--- src/rtl/i2c_codec_responder.sv ---
`default_nettype none
// ============================================================================
// Module      : i2c_codec_responder
// Description : Write-only I2C target for an audio codec control port. It
//               accepts 3-byte words (device address, HI, LO), ACKs them,
//               and keeps a 10 x 9-bit register file. A write to register
//               15 clears the file and pulses a codec reset.
// Revision    : 1.0 - initial release
// ============================================================================
module i2c_codec_responder #(
    parameter logic [6:0] DEV_ADDR = 7'b0011010
) (
    input  logic       i_clk,
    input  logic       i_rst,
    input  logic       i_sclk,
    input  logic       i_sdat,
    output logic       o_sdat_oen,
    output logic       o_wr_valid,
    output logic [6:0] o_wr_addr,
    output logic [8:0] o_wr_data,
    input  logic [3:0] i_rd_addr,
    output logic [8:0] o_rd_data,
    output logic       o_busy,
    output logic       o_codec_reset
);

    localparam logic [6:0] c_NUM_REGS   = 7'd10;
    localparam logic [6:0] c_RESET_ADDR = 7'd15;

    typedef enum logic [2:0] {
        S_IDLE, S_ADDR, S_ACK_A, S_HI, S_ACK_H, S_LO, S_ACK_L, S_NACK
    } state_t;

    state_t      state_q, state_d;
    logic [1:0]  scl_sync_q, sda_sync_q;
    logic        scl_prev_q, sda_prev_q;
    logic [3:0]  bitcnt_q, bitcnt_d;
    logic [7:0]  shift_q, shift_d;
    logic        oen_q, oen_d;
    logic        busy_q, busy_d;
    logic        wr_valid_q, wr_valid_d;
    logic [6:0]  wr_addr_q, wr_addr_d;
    logic [8:0]  wr_data_q, wr_data_d;
    logic        codec_rst_q, codec_rst_d;
    logic [6:0]  hi_addr_q, hi_addr_d;
    logic        hi_bit8_q, hi_bit8_d;
    logic [8:0]  regs_q [0:9];

    logic w_scl, w_sda, w_scl_rise, w_scl_fall, w_start, w_stop, w_byte_done;

    assign w_scl       = scl_sync_q[1];
    assign w_sda       = sda_sync_q[1];
    assign w_scl_rise  = w_scl & ~scl_prev_q;
    assign w_scl_fall  = ~w_scl & scl_prev_q;
    // START/STOP need SCL stable high across the SDA transition
    assign w_start     = w_scl & scl_prev_q & sda_prev_q & ~w_sda;
    assign w_stop      = w_scl & scl_prev_q & ~sda_prev_q & w_sda;
    assign w_byte_done = (bitcnt_q == 4'd8);

    // Bring the bus lines into the clock domain and keep one-cycle history
    always_ff @(posedge i_clk) begin
        if (i_rst) begin
            scl_sync_q <= 2'b11;
            sda_sync_q <= 2'b11;
            scl_prev_q <= 1'b1;
            sda_prev_q <= 1'b1;
        end else begin
            scl_sync_q <= {scl_sync_q[0], i_sclk};
            sda_sync_q <= {sda_sync_q[0], i_sdat};
            scl_prev_q <= scl_sync_q[1];
            sda_prev_q <= sda_sync_q[1];
        end
    end

    // Protocol FSM: next state, bit capture, ACK drive and write strobe
    always_comb begin
        state_d     = state_q;
        bitcnt_d    = bitcnt_q;
        shift_d     = shift_q;
        oen_d       = oen_q;
        busy_d      = busy_q;
        wr_valid_d  = 1'b0;
        wr_addr_d   = wr_addr_q;
        wr_data_d   = wr_data_q;
        codec_rst_d = 1'b0;
        hi_addr_d   = hi_addr_q;
        hi_bit8_d   = hi_bit8_q;

        if (w_start) begin
            state_d  = S_ADDR;
            bitcnt_d = 4'd0;
            oen_d    = 1'b0;
            busy_d   = 1'b1;
        end else if (w_stop) begin
            state_d  = S_IDLE;
            bitcnt_d = 4'd0;
            oen_d    = 1'b0;
            busy_d   = 1'b0;
        end else begin
            case (state_q)
                S_ADDR, S_HI, S_LO: begin
                    if (w_scl_rise && !w_byte_done) begin
                        shift_d  = {shift_q[6:0], w_sda};
                        bitcnt_d = bitcnt_q + 4'd1;
                    end else if (w_scl_fall && w_byte_done) begin
                        // First falling edge after the 8th bit opens the ACK slot
                        bitcnt_d = 4'd0;
                        oen_d    = 1'b1;
                        if (state_q == S_ADDR) begin
                            if (shift_q[7:1] == DEV_ADDR && !shift_q[0]) begin
                                state_d = S_ACK_A;
                            end else begin
                                state_d = S_NACK;
                                oen_d   = 1'b0;
                            end
                        end else if (state_q == S_HI) begin
                            hi_addr_d = shift_q[7:1];
                            hi_bit8_d = shift_q[0];
                            state_d   = S_ACK_H;
                        end else begin
                            wr_valid_d  = 1'b1;
                            wr_addr_d   = hi_addr_q;
                            wr_data_d   = {hi_bit8_q, shift_q};
                            codec_rst_d = (hi_addr_q == c_RESET_ADDR);
                            state_d     = S_ACK_L;
                        end
                    end
                end
                S_ACK_A, S_ACK_H, S_ACK_L: begin
                    if (w_scl_fall) begin
                        oen_d    = 1'b0;
                        bitcnt_d = 4'd0;
                        case (state_q)
                            S_ACK_A: state_d = S_HI;
                            S_ACK_H: state_d = S_LO;
                            default: state_d = S_NACK;
                        endcase
                    end
                end
                S_NACK: begin
                    // Track byte framing (8 data + 1 ack clock) without responding
                    if (w_scl_rise) begin
                        shift_d  = {shift_q[6:0], w_sda};
                        bitcnt_d = (bitcnt_q == 4'd8) ? 4'd0 : bitcnt_q + 4'd1;
                    end
                end
                default: ;
            endcase
        end
    end

    // FSM and output registers
    always_ff @(posedge i_clk) begin
        if (i_rst) begin
            state_q     <= S_IDLE;
            bitcnt_q    <= 4'd0;
            shift_q     <= 8'd0;
            oen_q       <= 1'b0;
            busy_q      <= 1'b0;
            wr_valid_q  <= 1'b0;
            wr_addr_q   <= 7'd0;
            wr_data_q   <= 9'd0;
            codec_rst_q <= 1'b0;
            hi_addr_q   <= 7'd0;
            hi_bit8_q   <= 1'b0;
        end else begin
            state_q     <= state_d;
            bitcnt_q    <= bitcnt_d;
            shift_q     <= shift_d;
            oen_q       <= oen_d;
            busy_q      <= busy_d;
            wr_valid_q  <= wr_valid_d;
            wr_addr_q   <= wr_addr_d;
            wr_data_q   <= wr_data_d;
            codec_rst_q <= codec_rst_d;
            hi_addr_q   <= hi_addr_d;
            hi_bit8_q   <= hi_bit8_d;
        end
    end

    // Register file: updated on the same edge that raises o_wr_valid
    always_ff @(posedge i_clk) begin
        if (i_rst) begin
            for (int i = 0; i < 10; i++) regs_q[i] <= 9'd0;
        end else if (wr_valid_d) begin
            if (wr_addr_d == c_RESET_ADDR) begin
                for (int i = 0; i < 10; i++) regs_q[i] <= 9'd0;
            end else if (wr_addr_d < c_NUM_REGS) begin
                regs_q[wr_addr_d[3:0]] <= wr_data_d;
            end
        end
    end

    // Combinational read port; unimplemented indices read as zero
    always_comb begin
        o_rd_data = 9'd0;
        if (i_rd_addr < c_NUM_REGS[3:0]) o_rd_data = regs_q[i_rd_addr];
    end

    assign o_sdat_oen    = oen_q;
    assign o_wr_valid    = wr_valid_q;
    assign o_wr_addr     = wr_addr_q;
    assign o_wr_data     = wr_data_q;
    assign o_busy        = busy_q;
    assign o_codec_reset = codec_rst_q;

endmodule
`default_nettype wire

--- config.mk ---
export PLATFORM = sky130hd
export DESIGN_NAME = i2c_codec_responder
export DESIGN_NICKNAME = d
export VERILOG_FILES = /design/src/rtl/i2c_codec_responder.sv
export SDC_FILE = /design/constraint.sdc
export NUM_CORES = 1
export LEC_CHECK = 0
export CORE_MARGIN = 5
export CORE_UTILIZATION = 40
export CTS_CLUSTER_SIZE = 28
export DETAILED_ROUTE_END_ITERATION = 8
export GPL_TIMING_DRIVEN = 0
export PLACE_DENSITY_LB_ADDON = 0.08
export SETUP_SLACK_MARGIN = 0.2
export SLEW_MARGIN = 20
export SYNTH_ARGS = -nofsm -noshare
export SYNTH_HDL_FRONTEND = slang
export SYNTH_SLANG_ARGS = --single-unit
--- constraint.sdc ---
create_clock -name i_clk -period 2.83 [get_ports i_clk]
set_clock_uncertainty 0.15 [all_clocks]
set_input_delay 0.283 -clock i_clk [delete_from_list [all_inputs] [get_ports i_clk]]
set_output_delay 0.283 -clock i_clk [all_outputs]
set_load 0.02 [all_outputs]
# Word level (Yosys, flattened, before mapping)
# Memories as Yosys holds them, arrays and structs flattened.
# Cells that the tools add are included.
# Widths: inputs -> output; s select.
[op_classes]
n_addsub = 1
magnitude_cmp = 2
n_eq_ne = 20
n_mux = 73
bitwise = 27
reduce_logical = 20
[op_table]
columns = ["op", "n"]
rows = [
  ["$mux 9", 19],
  ["$mux 7", 7],
  ["$mux 1", 28],
  ["$mux 4", 6],
  ["$mux 8", 2],
  ["$pmux 8 s2", 1],
  ["$mux 3", 5],
  ["$eq 7x4->1 const B", 2],
  ["$eq 3x3->1 const B", 4],
  ["$ne 4x4->1 const B", 3],
  ["$pmux 3 s2", 2],
  ["$pmux 4 s3", 1],
  ["$reduce_and 4->1", 3],
  ["$ne 2x2->1 const B", 5],
  ["$not 1->1", 10],
  ["$or 1x1->1", 10],
  ["$reduce_or 3->1", 3],
  ["$reduce_or 9->1", 1],
  ["$reduce_or 8->1", 1],
  ["$and 1x1->1", 7],
  ["$eq 7x5->1 const B", 1],
  ["$lt 7x4->1 const B", 1],
  ["$reduce_and 7->1", 1],
  ["$eq 3x2->1 const B", 2],
  ["other kinds (13)", 18],
]
[totals]
register_bits = 49
mem_bits_rw = 90
word_cells = 160
n_memories = 1
[mem_list]
columns = ["name", "depth", "width", "rd", "rd_clocked_by_memory_dff", "wr", "line_no", "source"]
rows = [
  ["regs_q", 10, 9, 1, 0, 10, "47", "logic [8:0] regs_q [0:9];"],
]

# Logic depth before layout (Yosys ltp)
# Gate-level depths: netlist (run 1).
[depth]
depth_word = 16
depth_mapped = 9
ltp_nobuf = 7

# Worst setup path after synthesis (run 1)
# No wires, ideal clock.
[synth_timing]
path_type = "register to register"
startpoint = "register bitcnt_q[0]"
endpoint = "memory regs_q[5][0] (enable)"
setup_time_ns = 0.387
arrival_ns = 2.241
required_time_ns = 2.293
path_slack_ns = 0.052
stages_incl_launch_ff = 10
path_buffers = 2
period_less_slack_ns = 2.778
cell_sequence = "dfxtp_1 > inv_1 > ha_1 > and3b_1 > nand3_1 > buf_6 > nor3_4 > nand2_2 > buf_2 > o21ai_0"
[synth_rtl]
columns = ["element", "line_no", "source"]
rows = [
  ["start: declaration", "37", "logic [3:0] bitcnt_q, bitcnt_d;"],
  ["start signal: assignment", "168", "bitcnt_q <= bitcnt_d;"],
  ["end: declaration", "47", ""],
]

==> out/results.ini, run 1 <==
[global_routing]
grt_pass1_vias=4357
grt_usage_pct=18.11
grt_max_degree=17
grt_pass1_wl_um=24620
antenna_found_initial=0
grt-ovfl-total=0

[sta]
slew_headroom_pct=48.05
fin_crit_sh_pct=90.17
rsz0062_at_grt=yes
whs_ps=259.4
tightest_slew_ps=757.6
slew_violations=0
fin_crit_ps=2552
maxClockFrequency_mhz=391.9
setup_viol=0
hold_viol=0

[logic_synthesis]
synth_cell_type_count=48
ys_ff_latch=139
synth.most_common_cell=nor2_1
synth.top_cell.area_share_pct=43.91
yosysSeqAreaShare_pct=59.85
netlist_top_cells_count=97 x nor2_1, 90 x edfxtp_1, 49 x dfxtp_1
async_flop_share_pct=0
synth_cells=521
yosysWarnings=0
syn-cell-area_um2=6155
ys.flop_type=edfxtp_1
synth_top_cell_by_area=edfxtp_1
avgSynthCellArea_um2=11.81
synth_nets=531
ys_top_cells_by_area=edfxtp_1 44%, dfxtp_1 16%, mux4_2 6.6%, nor2_1 5.9%, mux2i_1 5.9%
synth_edf_count=90

[clocking]
clkLatencyLatePin_ps=420
clkTransAtPathRegs_ps=60
cts.path.max_buffers=2
cts_root_buffer=clkbuf_16
cts_made_buffers=17
cts_tree=done
h-tree-depth=4
clock_sinks=139

[setup_path]
cp-end-kind=flip-flop
critPathMaxFanout=10
worstReg2RegEnd=regs_q[0][2]
cpMostUsedCell=buf_2
path_class=reg -> reg
ff2ff_path_depth=10
start_kind=flip-flop
worstPathRequired_ps=2850
r2r_slack_ps=280
worstPathCellList=inv_1 -> ha_1 -> and3b_1 -> and3_1 -> buf_2 -> buf_2 -> a21oi_4 -> buf_12 -> o21ai_4 -> buf_4
r2r_start=bitcnt_q[1]
slowest_delay_ps=380
cp_data_arrival_time_ps=2570
slowest_stage=dfxtp_1

[floorplanning]
initial_core_util_pct=40.64
die_h_um=134.0
rows=45
die_w_um=134.0
io_pins=37
die_area_um2=17970
core-area_um2=15150

[cells_and_area]
syn_to_final_growth_pct=27.67
post-route-util_pct=51.88
antenna_cells=0
final_nets=604
drive_above_1_share_pct=22.90

[pwr]
pwr-share-clk_pct=48.3
internal-power_w=0.003797
power.density_nw_per_um2=611.1
leakage_nw=2.720
irDropWorstVdd_uv=373.1
pwr-share-seq_pct=46.4
switching_share_pct=20.92
p_sw_w=0.001005
power_frac_comb_pct=5.3

[worst_hold_path]
hold_path_depth=2
worstHoldStart=i_rst
hold_end=sda_sync_q[1]
hold_class=in -> reg

[drt]
wl_um=15600
wire_per_inst_um=19.63
drc=0
drtPass1Iterations=5
drtIter0Drc=355
viasPerCell=5.523
detail-route-antenna-nets=0
vias=4391

[placed_design]
io_buffer_count=32
place.gp.congestion=0.8335
post-dp-hpwl_um=10740

[job]
drv_cap=0

[status]
status=finished, final reports clean

## what timing repair did
action | in CTS | in global routing
setup buffers | 9 | 9
gates resized for setup | 43 | 29
pin swaps | 6 | 3
endpoints found under the setup margin | 127 | 117
hold buffers | 0 | 0
## cell families (layout without fill, tap and decap cells)
logic type / Yosys count / after routing / share of synthesized area (%)
simple gates: 225 / 225 / 18.26
flops: 139 / 139 / 59.85
compound gates: 63 / 63 / 6.119
mux: 54 / 54 / 12.44
buf+inv: 37 / 123 / 2.785
fa+ha+maj: 2 / 2 / 0.4065
xor+xnor: 1 / 1 / 0.1423
## flip-flops by register name, indices dropped and copies added (netlist names)
signal	cells
regs_q	90
o_wr_data	9
shift_q	8
hi_addr_q	7
o_wr_addr	7
bitcnt_q	4
state_q	3
scl_sync_q	2
sda_sync_q	2
hi_bit8_q	1
o_busy	1
o_codec_reset	1
o_sdat_oen	1
o_wr_valid	1
scl_prev_q	1
sda_prev_q	1
## metrics by stage
step / TNS, ps / power (W) / setup slack, ps / instances / area [µm²]
finish: 0 / 0.004801 / 278.1 / 795 / 7858
global route: 0 / 0.004961 / 149.2 / 795 / 7858
CTS: 0 / 0.004815 / 123.6 / 786 / 7650
detailed placement: -30960 / 0.002502 / -548.5 / 745 / 6746
global placement: -47490 / 0.002492 / -905.9 / 741 / 6710
floorplan: 0 / 0.002411 / 52.04 / 521 / 6155
## cell type report
cell class	count	area, µm²
plain buffers	31	170.2
clock buffers	24	558.0
clock inverters	8	71.32
fillers	1341	7288
inverters	6	25.02
multi-input cells	345	2581
flip-flops and latches	139	3685
well taps	188	235.2
repair buffers	54	531.8
## per-layer routing
layer	global-route usage (%)	vias up	part of all wire [%]
met3	5.139	17	5.0
met4	4.808	0	1.5
met1	24.21	2192	44
li1	-	2067	-
met2	29.23	115	50
met5	0	-	0
## worst max-delay path by stage
stage / from / cells after the start / to / slack, ps
global route: bitcnt_q[1] / 8 / regs_q[1][0] / 150
floorplan: bitcnt_q[0] / 9 / regs_q[5][0] / 50
global placement: bitcnt_q[0] / 9 / regs_q[6][5] / -910
detailed placement: i_rd_addr[1] / 6 / o_rd_data[0] / -550
CTS: regs_q[9][0] / 4 / o_rd_data[0] / 120
finish: bitcnt_q[1] / 10 / regs_q[0][2] / 280
## placed cells by master (no fill, tap or decap), drive strengths merged, types with 3 or more instances in the layout
| cell | netlist | layout |
|---|---|---|
| edfxtp | 90 | 90 |
| dlygate4sd2 | 0 | 3 |
| dlymetal6s2s | 0 | 5 |
| a21oi | 24 | 24 |
| and3b | 3 | 3 |
| nand3 | 6 | 6 |
| clkbuf | 16 | 42 |
| a31oi | 8 | 8 |
| dfxtp | 49 | 49 |
| clkinv | 1 | 5 |
| inv | 5 | 8 |
| o21ai | 23 | 23 |
| nor3 | 45 | 45 |
| or2 | 8 | 8 |
| mux2i | 36 | 36 |
| clkdlybuf4s50 | 0 | 24 |
| mux4 | 18 | 18 |
| nand2b | 10 | 10 |
| nor2b | 4 | 4 |
| nor4b | 4 | 4 |
| nand2 | 21 | 21 |
| nor2 | 97 | 97 |
| nor4 | 5 | 5 |
| buf | 15 | 35 |
| nand3b | 10 | 10 |
## power by group through the flow
| stage | clock network [W] | registers (W) | logic (W) |
|---|---|---|---|
| finish | 0.00232 | 0.00223 | 0.000255 |
| global route | 0.00245 | 0.00223 | 0.000274 |
| detailed placement | 0 | 0.00227 | 0.000228 |
| CTS | 0.00234 | 0.00223 | 0.000248 |
| floorplan | 0 | 0.00227 | 0.000145 |
| global placement | 0 | 0.00227 | 0.000221 |
## worst max-delay path: cells and delay by family (launching register included)
kind	cells	cell delay (ps)
flip-flops	1	380
AND/OR/NAND/NOR	2	340
buffers and inverters	5	850
AO/OA/AOI/OAI	2	390
adder cells (fa/ha/maj)	1	180
Power figures use the tool's default switching activity.
==> run 2: changes to the inputs <==
--- a/config.mk
+++ b/config.mk
@@ -6,7 +6,7 @@
 export NUM_CORES = 1
 export LEC_CHECK = 0
 export CORE_MARGIN = 5
-export CORE_UTILIZATION = 40
+export CORE_UTILIZATION = 50
 export CTS_CLUSTER_SIZE = 28
 export DETAILED_ROUTE_END_ITERATION = 8
 export GPL_TIMING_DRIVEN = 0
==> run 2 against run 1 <==
Against the previous run:
- global-route usage rose by 3.1 points
- clock-buffer cell count rose by 2
- register-to-register slack got worse by 190 ps
- critical path type unchanged
==> out/results.ini, run 2 (same netlist as run 1, synthesis figures left out) <==
[status]
status=finished, final reports clean

[pwr]
pwr-share-clk_pct=44.1
switching_share_pct=20.56
irDropWorstVdd_uv=442.3
leakage_nw=2.625
p_sw_w=0.0009111
power_frac_comb_pct=5.6
power.density_nw_per_um2=582.7
pwr-share-seq_pct=50.3
internal-power_w=0.003521
p_total_w=0.004432

[cells_and_area]
final_common_cell=nor2_1
largest_register=regs_q
layout_common_cells=95 x nor2_1, 90 x edfxtp_1, 49 x dfxtp_1
final_nets=594
antenna_cells=0
syn_to_final_growth_pct=23.60
largest_reg_flops=90
fin_cells=763
drive_above_1_share_pct=19.66

[worst_hold_path]
hold_path_depth=2
worstHoldStart=i_rst
hold_class=in -> reg
hold_end=sda_sync_q[1]

[floorplanning]
rows=40
die_h_um=120.9
die_area_um2=14630
core-area_um2=12060
io_pins=37
die_w_um=120.9
initial_core_util_pct=51.03

[drt]
viasPerCell=5.625
drc=0
wire_per_inst_um=19.00
detail-route-antenna-nets=0
wl_um=14490
drtIter0Drc=247
drtPass1Iterations=4
vias=4292

[setup_path]
ff2ff_path_depth=9
crit_family=simple AND/OR/NAND/NOR gates
slowest_delay_ps=410
slowest_stage=nor4b_1
r2r_start=bitcnt_q[0]
r2r_slack_ps=90
cp-end-kind=flip-flop
worstPathCellList=inv_1 -> ha_1 -> and3b_1 -> and3_1 -> buf_2 -> nor4b_1 -> a31oi_2 -> o21ai_4 -> buf_4
start_kind=flip-flop
worstReg2RegEnd=regs_q[5][8]
worstPathRequired_ps=2800
critPathMaxFanout=10
path_class=reg -> reg
cp_data_arrival_time_ps=2710
path_buf_inv=3

[sta]
setup_slack_ps=92.27
tightest_slew_ps=752.8
hold_viol=0
fin_crit_ps=2738
slew_headroom_pct=48.38
maxClockFrequency_mhz=365.3
rsz0062_at_grt=yes
fin_crit_sh_pct=96.74
setup_viol=0
whs_ps=228.1
slew_violations=0

[job]
drv_cap=0

[clocking]
clock_sinks=139
cts_made_buffers=17
cts_tree=done
h-tree-depth=4
cts.path.max_buffers=2
cts_root_buffer=clkbuf_16
cts.hold.buffers_added=0
clkTransAtPathRegs_ps=50
clkLatencyLatePin_ps=410

[placed_design]
io_buffer_count=32
dp_worst_setup_slack_ps=-497.8
post-dp-hpwl_um=9866
place.gp.congestion=0.8460
dp_cells=724

[global_routing]
grt-ovfl-total=0
grt_max_degree=17
antenna_found_initial=0
grt_pass1_vias=4381
grt_pass1_wl_um=23540
grt_usage_pct=21.24

-- run 2: layer usage --
| metal | part of all wire, % | track usage [%] |
|---|---|---|
| met4 | 2.5 | 8.711 |
| met2 | 49 | 34.32 |
| met1 | 42 | 27.53 |
| met5 | 0 | 0 |
| met3 | 5.8 | 5.128 |
-- run 2: timing repair --
| item | 4_1_cts | 5_1_grt |
|---|---|---|
| endpoints found under the setup margin | 123 | 130 |
| cloned | 0 | 0 |
| pin swaps | 6 | 2 |
| resized for setup | 38 | 22 |
| buffers inserted | 7 | 2 |
-- run 2: power groups by stage --
stage	Sequential, W	Clock (W)	Combinational [W]
final	0.00223	0.00196	0.000247
after global routing	0.00223	0.00209	0.000266
after detailed placement	0.00227	0	0.000222
after CTS	0.00223	0.00198	0.000247
after floorplan	0.00227	0	0.000145
after global placement	0.00227	0	0.000217
-- run 2: per-stage QoR --
| stage | TNS (ps) | area [µm²] | util (%) |
|---|---|---|---|
| finish | 0 | 7607 | 63.07 |
| CTS | 0 | 7486 | 62.06 |
| detailed placement | -23970 | 6708 | 55.61 |
| global placement | -41240 | 6685 | 55.43 |
| global route | 0 | 7607 | 63.07 |
| floorplan | 0 | 6155 | - |
-- run 2: final cells by class --
cell class | instances | area [µm²]
fillers | 947 | 4454
plain buffers | 31 | 170.2
clock inverters | 4 | 20.02
flip-flops and latches | 139 | 3684
repair buffers | 44 | 476.7
clock buffers | 26 | 499.2
inverters | 6 | 23.77
multi-input cells | 345 | 2524
well taps | 168 | 210.2
-- run 2: worst max-delay path by stage --
stage | start | end | depth (start not counted)
after floorplan | bitcnt_q[0] | regs_q[5][0] | 9
after global placement | bitcnt_q[0] | regs_q[4][4] | 9
after detailed placement | i_rd_addr[1] | o_rd_data[0] | 6
after CTS | bitcnt_q[0] | regs_q[2][3] | 8
after global routing | bitcnt_q[0] | regs_q[9][7] | 8
final | bitcnt_q[0] | regs_q[5][8] | 9
-- run 2: worst register-to-register path, stage by stage (launching register included) --
cell and delay (ps):
dfxtp_1 400, inv_1 60, ha_1 210, and3b_1 200
and3_1 140, buf_2 180, nor4b_1 410, a31oi_2 250
o21ai_4 260, buf_4 180
